<file path="src/rtl/pipe_ctrl_if.sv">
// Pipeline-control bundle: stall requests and exception in, stall vector/flush/statistics out.
interface pipe_ctrl_if #(
  parameter int CNT_W = 32
);
  logic             stallreq_id;
  logic             stallreq_ex;
  logic             mem_busy;
  logic             excp_valid;
  logic [31:0]      excp_pc;
  logic             cnt_clr;
  logic [5:0]       stall;
  logic             flush;
  logic [31:0]      new_pc;
  logic             excp_ack;
  logic [CNT_W-1:0] stall_cycles;
  logic             stall_timeout;
  logic [1:0]       ctrl_state;

  modport master (
    output stallreq_id, stallreq_ex, mem_busy, excp_valid, excp_pc, cnt_clr,
    input  stall, flush, new_pc, excp_ack, stall_cycles, stall_timeout, ctrl_state
  );

  modport slave (
    input  stallreq_id, stallreq_ex, mem_busy, excp_valid, excp_pc, cnt_clr,
    output stall, flush, new_pc, excp_ack, stall_cycles, stall_timeout, ctrl_state
  );
endinterface

</file>
<file path="src/rtl/pipe_ctrl.sv">
// 5-stage pipeline sequencer: stall vector, exception flush arbitration, stall statistics/watchdog.
// stall/flush/new_pc/excp_ack act in the same cycle; state and counters update on the next edge.
module pipe_ctrl #(
  parameter int MAX_STALL = 255,
  parameter int RUN_W     = 8,
  parameter int CNT_W     = 32
) (
  input logic        clk,
  input logic        rst,
  pipe_ctrl_if.slave bus
);

  typedef enum logic [1:0] {
    S_RUN       = 2'd0,
    S_HOLD      = 2'd1,
    S_EXCP_WAIT = 2'd2,
    S_RECOVER   = 2'd3
  } state_t;

  localparam logic [5:0] STALL_MEM  = 6'b011111;
  localparam logic [5:0] STALL_EX   = 6'b001111;
  localparam logic [5:0] STALL_ID   = 6'b000111;
  localparam logic [5:0] STALL_NONE = 6'b000000;

  state_t           r_state;
  state_t           w_state_nxt;
  logic [CNT_W-1:0] r_stall_cycles;
  logic [RUN_W-1:0] r_stall_run;
  logic             r_stall_timeout;

  logic [5:0]       w_req_stall;
  logic [5:0]       w_stall;
  logic             w_flush;
  logic             w_any_req;
  logic             w_stalled;
  logic [RUN_W-1:0] w_run_inc;

  assign w_any_req = bus.stallreq_id | bus.stallreq_ex | bus.mem_busy;

  always_comb begin
    w_req_stall = STALL_NONE;
    if (bus.mem_busy)         w_req_stall = STALL_MEM;
    else if (bus.stallreq_ex) w_req_stall = STALL_EX;
    else if (bus.stallreq_id) w_req_stall = STALL_ID;
  end

  always_comb begin
    w_stall     = w_req_stall;
    w_flush     = 1'b0;
    w_state_nxt = w_any_req ? S_HOLD : S_RUN;
    case (r_state)
      S_RUN, S_HOLD: begin
        if (bus.excp_valid) begin
          // An outstanding memory access must finish before the flush can kill it.
          if (bus.mem_busy) begin
            w_stall     = STALL_MEM;
            w_state_nxt = S_EXCP_WAIT;
          end else begin
            w_stall     = STALL_NONE;
            w_flush     = 1'b1;
            w_state_nxt = S_RECOVER;
          end
        end
      end
      S_EXCP_WAIT: begin
        if (!bus.excp_valid) begin
          w_state_nxt = S_RUN;
        end else if (bus.mem_busy) begin
          w_stall     = STALL_MEM;
          w_state_nxt = S_EXCP_WAIT;
        end else begin
          w_stall     = STALL_NONE;
          w_flush     = 1'b1;
          w_state_nxt = S_RECOVER;
        end
      end
      S_RECOVER: begin
        // excp_valid ignored here so a source still holding it cannot fire twice.
        w_stall = STALL_NONE;
      end
      default: w_state_nxt = S_RUN;
    endcase
    if (rst) begin
      w_stall = STALL_NONE;
      w_flush = 1'b0;
    end
  end

  assign w_stalled = |w_stall;
  assign w_run_inc = (&r_stall_run) ? r_stall_run : r_stall_run + 1'b1;

  always_ff @(posedge clk) begin
    if (rst) begin
      r_state         <= S_RUN;
      r_stall_cycles  <= '0;
      r_stall_run     <= '0;
      r_stall_timeout <= 1'b0;
    end else begin
      r_state <= w_state_nxt;
      if (bus.cnt_clr) begin
        r_stall_cycles  <= '0;
        r_stall_run     <= '0;
        r_stall_timeout <= 1'b0;
      end else begin
        if (w_stalled && !(&r_stall_cycles))
          r_stall_cycles <= r_stall_cycles + 1'b1;
        if (w_stalled && !w_flush) begin
          r_stall_run <= w_run_inc;
          if (w_run_inc == RUN_W'(MAX_STALL))
            r_stall_timeout <= 1'b1;
        end else begin
          r_stall_run <= '0;
        end
      end
    end
  end

  assign bus.stall         = w_stall;
  assign bus.flush         = w_flush;
  assign bus.excp_ack      = w_flush;
  assign bus.new_pc        = w_flush ? bus.excp_pc : 32'h0;
  assign bus.stall_cycles  = r_stall_cycles;
  assign bus.stall_timeout = r_stall_timeout;
  assign bus.ctrl_state    = r_state;

endmodule

</file>
<file path="src/flat_wrapper.sv">
// flat-port wrapper written by rule: the top's interface ports become plain ports
module pipe_ctrl_flat 
#(
  parameter int MAX_STALL = 255,
  parameter int RUN_W     = 8,
  parameter int CNT_W     = 32
)
  (clk, rst, bus_stallreq_id, bus_stallreq_ex, bus_mem_busy, bus_excp_valid, bus_excp_pc, bus_cnt_clr, bus_stall, bus_flush, bus_new_pc, bus_excp_ack, bus_stall_cycles, bus_stall_timeout, bus_ctrl_state);
  pipe_ctrl_if #(.CNT_W(CNT_W)) bus_i ();
  input logic clk;
  input logic rst;
  input wire logic [$bits(bus_i.stallreq_id)-1:0] bus_stallreq_id;
  input wire logic [$bits(bus_i.stallreq_ex)-1:0] bus_stallreq_ex;
  input wire logic [$bits(bus_i.mem_busy)-1:0] bus_mem_busy;
  input wire logic [$bits(bus_i.excp_valid)-1:0] bus_excp_valid;
  input wire logic [$bits(bus_i.excp_pc)-1:0] bus_excp_pc;
  input wire logic [$bits(bus_i.cnt_clr)-1:0] bus_cnt_clr;
  output wire logic [$bits(bus_i.stall)-1:0] bus_stall;
  output wire logic [$bits(bus_i.flush)-1:0] bus_flush;
  output wire logic [$bits(bus_i.new_pc)-1:0] bus_new_pc;
  output wire logic [$bits(bus_i.excp_ack)-1:0] bus_excp_ack;
  output wire logic [$bits(bus_i.stall_cycles)-1:0] bus_stall_cycles;
  output wire logic [$bits(bus_i.stall_timeout)-1:0] bus_stall_timeout;
  output wire logic [$bits(bus_i.ctrl_state)-1:0] bus_ctrl_state;
  assign bus_i.stallreq_id = bus_stallreq_id;
  assign bus_i.stallreq_ex = bus_stallreq_ex;
  assign bus_i.mem_busy = bus_mem_busy;
  assign bus_i.excp_valid = bus_excp_valid;
  assign bus_i.excp_pc = bus_excp_pc;
  assign bus_i.cnt_clr = bus_cnt_clr;
  assign bus_stall = bus_i.stall;
  assign bus_flush = bus_i.flush;
  assign bus_new_pc = bus_i.new_pc;
  assign bus_excp_ack = bus_i.excp_ack;
  assign bus_stall_cycles = bus_i.stall_cycles;
  assign bus_stall_timeout = bus_i.stall_timeout;
  assign bus_ctrl_state = bus_i.ctrl_state;
  pipe_ctrl #(.MAX_STALL(MAX_STALL), .RUN_W(RUN_W), .CNT_W(CNT_W)) u_core (.clk(clk), .rst(rst), .bus(bus_i));
endmodule
</file>
<file path="config.mk">
export PLATFORM = sky130hd
export DESIGN_NAME = pipe_ctrl_flat
export DESIGN_NICKNAME = d
export VERILOG_FILES = /design/src/rtl/pipe_ctrl_if.sv /design/src/rtl/pipe_ctrl.sv /design/src/flat_wrapper.sv
export SDC_FILE = /design/constraint.sdc
export NUM_CORES = 1
export LEC_CHECK = 0
export CAP_MARGIN = 10
export CORE_MARGIN = 2
export CORE_UTILIZATION = 40
export CTS_CLUSTER_DIAMETER = 80
export DETAILED_ROUTE_END_ITERATION = 8
export GPL_TIMING_DRIVEN = 1
export HOLD_SLACK_MARGIN = 0.06
export PLACE_DENSITY = 0.76
export SKIP_CTS_REPAIR_TIMING = 1
export SLEW_MARGIN = 15
export SYNTH_ARGS = -nofsm -noshare
export SYNTH_HDL_FRONTEND = slang
export SYNTH_SLANG_ARGS = --single-unit
</file>
<file path="constraint.sdc">
create_clock -name clk -period 4.9 [get_ports clk]
set_input_delay 0.98 -clock clk [delete_from_list [all_inputs] [get_ports clk]]
set_output_delay 0.98 -clock clk [all_outputs]
set_load 0.02 [all_outputs]
</file>
==> results of run 1 <==
-- worst max path at each step --
stage / depth (start not counted) / to / start
2_1_floorplan: 5 / bus_new_pc[22] / rst
3_3_place_gp: 7 / bus_new_pc[9] / rst
3_5_place_dp: 7 / bus_new_pc[6] / rst
4_1_cts: 7 / bus_new_pc[6] / rst
5_1_grt: 7 / bus_new_pc[25] / rst
6_report: 7 / bus_new_pc[10] / rst
-- synthesized netlist by cell type, types with 2 or more instances --
cell type	instances
xnor2_1	6
and3_1	8
clkbuf_1	6
o2111ai_1	2
a211oi_1	3
or4_1	4
nand4_1	6
or3_2	10
or2_2	2
o31ai_1	7
inv_1	3
a2111oi_0	2
a21oi_2	11
and2_1	38
o21ai_0	10
and4_1	2
nand2_1	22
o21a_1	3
dfxtp_1	43
buf_4	4
or3_1	8
buf_6	2
and4_2	3
o21ai_2	4
nor2b_1	2
a21oi_1	14
ha_1	2
mux2i_1	3
nand3_1	16
nor2_1	19
o21ai_1	6
or4_2	3
nor3_1	2
-- through the flow --
step / std cells / utilization, %
4_1_cts: 481 / 62.0
2_1_floorplan: 299 / -
6_report: 481 / 62.0
5_1_grt: 481 / 62.0
3_5_place_dp: 473 / 60.7
3_3_place_gp: 473 / 60.7
-- logic make-up after synthesis --
family	synth area share, %
xor gates and xnor gates	2.44
adders and majority gates	0.996
muxes	1.64
DFF	34.3
AOI/OAI and AO/OA	21.1
buffers and inverters	4.43
other	0.149
and+or+nand+nor	35.0
-- sequential cells by signal (all words and copies together), names as in the netlist --
| name | flops |
|---|---|
| u_core.bus.ctrl_state | 2 |
| u_core.r_stall_run | 8 |
| u_core.bus.stall_timeout | 1 |
| u_core.bus.stall_cycles | 32 |
-- layout make-up --
class | count | area [µm²] | share of cell area, %
well taps | 75 | 93.8 | 2.53
inverters | 3 | 11.3 | 0.303
multi-input cells | 239 | 1540 | 41.4
repair buffers | 113 | 1130 | 30.4
flip-flops and latches | 43 | 861 | 23.2
clock buffers | 7 | 76.3 | 2.05
clock inverters | 1 | 5.00 | 0.135
-- per-layer routing --
metal	up-vias	GRT usage (%)	wire length (µm)
met2	42	34.9	3730
met3	10	2.68	189
met4	0	7.45	119
met1	1190	27.6	3250
li1	1303	-	-
met5	-	0	0
-- worst max-delay path, delay by kind of cell --
kind                   cells  cell delay (ps)
AOI/OAI and AO/OA          1              230
buffers and inverters      3             1360
and+or+nand+nor            3              480
-- layout by cell type (no fill, tap or decap), types with 7 or more instances in the layout --
master	synthesis	routed
clkdlybuf4s50_1	0	112
dfxtp_1	43	43
and2_1	38	38
nand2_1	22	22
nor2_1	19	19
nand3_1	16	16
a21oi_1	14	14
a21oi_2	11	11
o21ai_0	10	10
or3_2	10	10
or3_1	8	8
and3_1	8	8
o31ai_1	7	7
-- power breakdown --
| part | total, mW | switching [mW] | internal (mW) |
|---|---|---|---|
| clock | 0.222 | 0.122 | 0.100 |
| combinational | 0.107 | 0.0498 | 0.0571 |
| sequential | 0.354 | 0.00278 | 0.351 |
==> impl_metrics.json, run 1 <==
{
  "netlist.top_cell.by_area": "dfxtp_1",
  "dr.pass1.iters": 4,
  "critPathLaunchType": "input pin",
  "worst_pin_slew_ps": 1080,
  "nNetsFinal": 446,
  "start_util_pct": 41.9,
  "cp_max_fo": 34,
  "core_area_mm2": 0.00599,
  "cts.path.max_buffers": 2,
  "place_congestion": 0.780,
  "fin_ws_ps": 857,
  "slowest_stage": "clkdlybuf4s50_1",
  "finClkSkew_ps": 6.23,
  "io_buffers": 112,
  "critPathRequiredTime_ps": 3920,
  "cp_data_arrival_time_ps": 3060,
  "ys_seq_area_share_pct": 34.3,
  "final_area_mm2": 0.00372,
  "htree_num_levels": 2,
  "synth_warnings": 0,
  "totalPowerFinal_mw": 0.683,
  "synth_ff_type": "dfxtp_1",
  "power.density_mw_per_mm2": 184,
  "whs_ps": 481,
  "path_cells": "clkdlybuf4s50_1 -> a21oi_2 -> and2_1 -> nor2b_1 -> buf_4 -> and2_1 -> clkdlybuf4s50_1",
  "cts.clk_slew.worst_paths_ps": 80,
  "areaGrowthSynthToFinish_pct": 47.9,
  "min_path_cells": 1,
  "clkLatencyLatePin_ps": 300,
  "std_cell_rows": 28,
  "drc": 0,
  "final_max_slew_viol_count": 0,
  "outcome": "finished clean",
  "vias": 2545,
  "diodes": 0,
  "dp_hpwl_um": 5560,
  "rsz0062_at_grt": "false",
  "antenna_found_initial": 0,
  "min_to": "u_core.bus.stall_timeout",
  "finalSetupViolCount": 0,
  "clock-sinks": 43,
  "syn_area_mm2": 0.00251,
  "wl_per_cell_um": 15.2,
  "viasPerCell": 5.29,
  "grt-ovfl-total": 0,
  "clockRootBuffer": "clkbuf_8",
  "grt_pass1_vias": 2351,
  "fp.dieH_um": 83.3,
  "slew_headroom_pct": 28.1,
  "drive_gt1_share_pct": 11.8,
  "fp.dieW_um": 83.3,
  "tns_ps": 0,
  "async_flop_share_pct": 0,
  "cts_buffers": 5,
  "fillCellCount": 544,
  "synth_edf_count": 0,
  "pre_cts_slack_ps": 850,
  "synth.top_cell.area_share_pct": 34.3,
  "end_kind": "output port",
  "worstRegToRegCells": 5,
  "hold_violations": 0,
  "r2r_end": "u_core.bus.stall_cycles[9]",
  "leakage_nw": 1.20,
  "hold_path_class": "register to register",
  "timing.final.crit_share_pct": 82.5,
  "worstReg2RegStart": "u_core.bus.stall_cycles[16]",
  "drt_wl_total_um": 7290,
  "ir_worst_vdd_mv": 0.152,
  "syn_nets": 340,
  "reg2reg_slack_ps": 2290,
  "hold_start": "u_core.bus.stall_timeout",
  "synth.distinct_cells": 56,
  "fmax_mhz": 247,
  "ys_ff_latch": 43,
  "crit_type": "input pin to output port",
  "tritoncts": "yes",
  "io_pins": 114,
  "synthCells": 299,
  "drv_cap": 0,
  "critPathMaxStageDelay_ps": 610,
  "finalCriticalPeriod_ps": 4040,
  "first_iter_violations": 104,
  "grt_usage_pct": 20.9,
  "syn_area_per_cell_um2": 8.40,
  "grt_max_degree": 35,
  "antenna_left": 0,
  "place_area_mm2": 0.00363,
  "grt_pass1_wl_um": 11900,
  "ys_top_cells_by_area": "dfxtp_1 34%, and2_1 9.5%, a21oi_2 3.8%, nand2_1 3.3%, nand3_1 3.2%",
  "dieArea_mm2": 0.00693
}
(Power assumes the default switching activity.)
==> run 2, diff against run 1 <==
Settings changed: CORE_UTILIZATION 40 to 38, PLACE_DENSITY 0.76 to 0.75.
Clock period 4.9 ns to 3.33 ns, I/O delays scaled along.
==> run 2 against run 1 <==
Wire length is 2.7% lower. Final cell count is 1.7% higher. Sequential share of layout area is 0.56 points lower. Clock power is 83% higher. Sequential power is 47% higher. First-iteration DRC count is 49% higher. Power is 60% higher. Critical endpoint is now bus_new_pc[22]. Highest routed layer unchanged.
==> impl_metrics.json, run 2 (synthesized netlist as in run 1, its figures left out) <==
{
  "outcome": "finished clean",
  "slew_headroom_pct": 45.9,
  "wl_per_cell_um": 14.5,
  "hold_path_class": "register to register",
  "finClkSkew_ps": 7.03,
  "cp_data_arrival_time_ps": 2550,
  "io_pins": 114,
  "combPwrFrac_pct": 15.1,
  "grt_pass1_wl_um": 11300,
  "tns_ps": 0,
  "drive_gt1_share_pct": 13.6,
  "cts_buffers": 5,
  "critPathRequiredTime_ps": 2660,
  "fmax_mhz": 311,
  "nNetsFinal": 453,
  "diodes": 0,
  "clockRootBuffer": "clkbuf_8",
  "dieArea_mm2": 0.00728,
  "vias": 2549,
  "grt-ovfl-total": 0,
  "final_common_cell": "clkdlybuf4s50_1",
  "final_cell_mix": "112 x clkdlybuf4s50_1, 43 x dfxtp_1, 38 x and2_1",
  "areaGrowthSynthToFinish_pct": 51.6,
  "intPower_mw": 0.827,
  "p_switching_mw": 0.265,
  "fillCellCount": 576,
  "seqPwrFrac_pct": 47.6,
  "grt_max_degree": 35,
  "whs_ps": 495,
  "tritoncts": "yes",
  "antenna_left": 0,
  "final_max_slew_viol_count": 0,
  "cts.path.max_buffers": 2,
  "fp.dieH_um": 85.3,
  "grt_pass1_vias": 2355,
  "critPathLaunchType": "input pin",
  "power.density_mw_per_mm2": 287,
  "fin_ws_ps": 117,
  "crit_type": "input pin to output port",
  "clockPowerShare_pct": 37.3,
  "clock-sinks": 43,
  "place_congestion": 0.795,
  "end_kind": "output port",
  "start_util_pct": 39.3,
  "multi_input_area_mm2": 0.00154,
  "finalCriticalPeriod_ps": 3210,
  "drc": 0,
  "hold_violations": 0,
  "io_buffers": 112,
  "finalSetupViolCount": 0,
  "clkLatencyLatePin_ps": 310,
  "core_area_mm2": 0.00639,
  "viasPerCell": 5.21,
  "largest_reg_flops": 32,
  "worst_pin_slew_ps": 811,
  "dr.pass1.iters": 4,
  "cp_max_fo": 34,
  "grt_usage_pct": 19.2,
  "fp.dieW_um": 85.3,
  "htree_num_levels": 2,
  "drv_cap": 0,
  "pre_cts_slack_ps": 102,
  "final_core_util_pct": 59.6,
  "antenna_found_initial": 0,
  "drt_wl_total_um": 7100,
  "timing.final.crit_share_pct": 96.5,
  "cts.clk_slew.worst_paths_ps": 80,
  "final-seq-area_um2": 861,
  "leakage_nw": 1.25,
  "swShare_pct": 24.3,
  "first_iter_violations": 155,
  "std_cell_rows": 29,
  "ir_worst_vdd_mv": 0.224,
  "rsz0062_at_grt": "false",
  "dp_hpwl_um": 5390
}
==> run 2: cell count changes in the layout (fill, tap and decap cells not counted), sizes merged <==
| cell | delta |
|---|---|
| bufinv | +1 |
| clkinv | -1 |
| clkbuf | -2 |
| buf | +7 |
| clkinvlp | +1 |
==> run 2: power groups by stage <==
stage / logic [mW] / registers, mW / clock network [mW]
final: 0.165 / 0.520 / 0.407
after floorplan: 0.0718 / 0.535 / 0
after detailed placement: 0.166 / 0.532 / 0
after CTS: 0.167 / 0.520 / 0.414
after global routing: 0.176 / 0.521 / 0.434
after global placement: 0.165 / 0.533 / 0
==> run 2: cell type report <==
| class | count | share of cell area [%] |
|---|---|---|
| Inverter | 3 | 0.296 |
| Sequential cell | 43 | 22.6 |
| Clock inverter | 2 | 0.986 |
| Tap cell | 77 | 2.53 |
| Timing Repair Buffer | 120 | 31.3 |
| Clock buffer | 5 | 1.81 |
| Multi-Input combinational cell | 239 | 40.4 |
==> run 2: critical path, cell delays in order <==
cell	delay, ps
clkdlybuf4s50_1	430
a21oi_2	120
and2_1	140
nor2b_1	220
buf_12	200
and2_1	160
clkdlybuf4s50_1	610
==> run 2: worst paths after layout <==
path | cells past startpoint | start | slack (ps) | to
worst max register to register | 6 | u_core.bus.stall_cycles[16] | 760 | u_core.bus.stall_cycles[2]
worst min-delay path | 1 | u_core.bus.stall_timeout | 490 | u_core.bus.stall_timeout
worst min register to register | 1 | u_core.bus.stall_timeout | 490 | u_core.bus.stall_timeout
worst max-delay path | 7 | rst | 120 | bus_new_pc[22]
==> run 2: routing by layer <==
metal  routed length [µm]  global-route usage [%]  part of all wire, %
met1                 3330                    26.1                   47
met2                 3460                    31.0                   49
met3                  214                    4.18                  3.0
met4                   85                    4.76                  1.2
met5                    0                       0                    0
==> run 2: through the flow <==
stage          power [mW]  instance area (µm²)  std cells
2_1_floorplan       0.607                 2510        299
3_3_place_gp        0.697                 3700        482
3_5_place_dp        0.699                 3700        482
4_1_cts              1.10                 3810        489
5_1_grt              1.13                 3810        489
6_report             1.09                 3810        489
==> run 3, diff against run 2 <==
Settings changed: CTS_BUF_LIST set to sky130_fd_sc_hd__clkbuf_8 sky130_fd_sc_hd__clkbuf_16.
==> results of run 3 <==
Same layout as run 2: the final DEF is identical, and so are final timing and power.
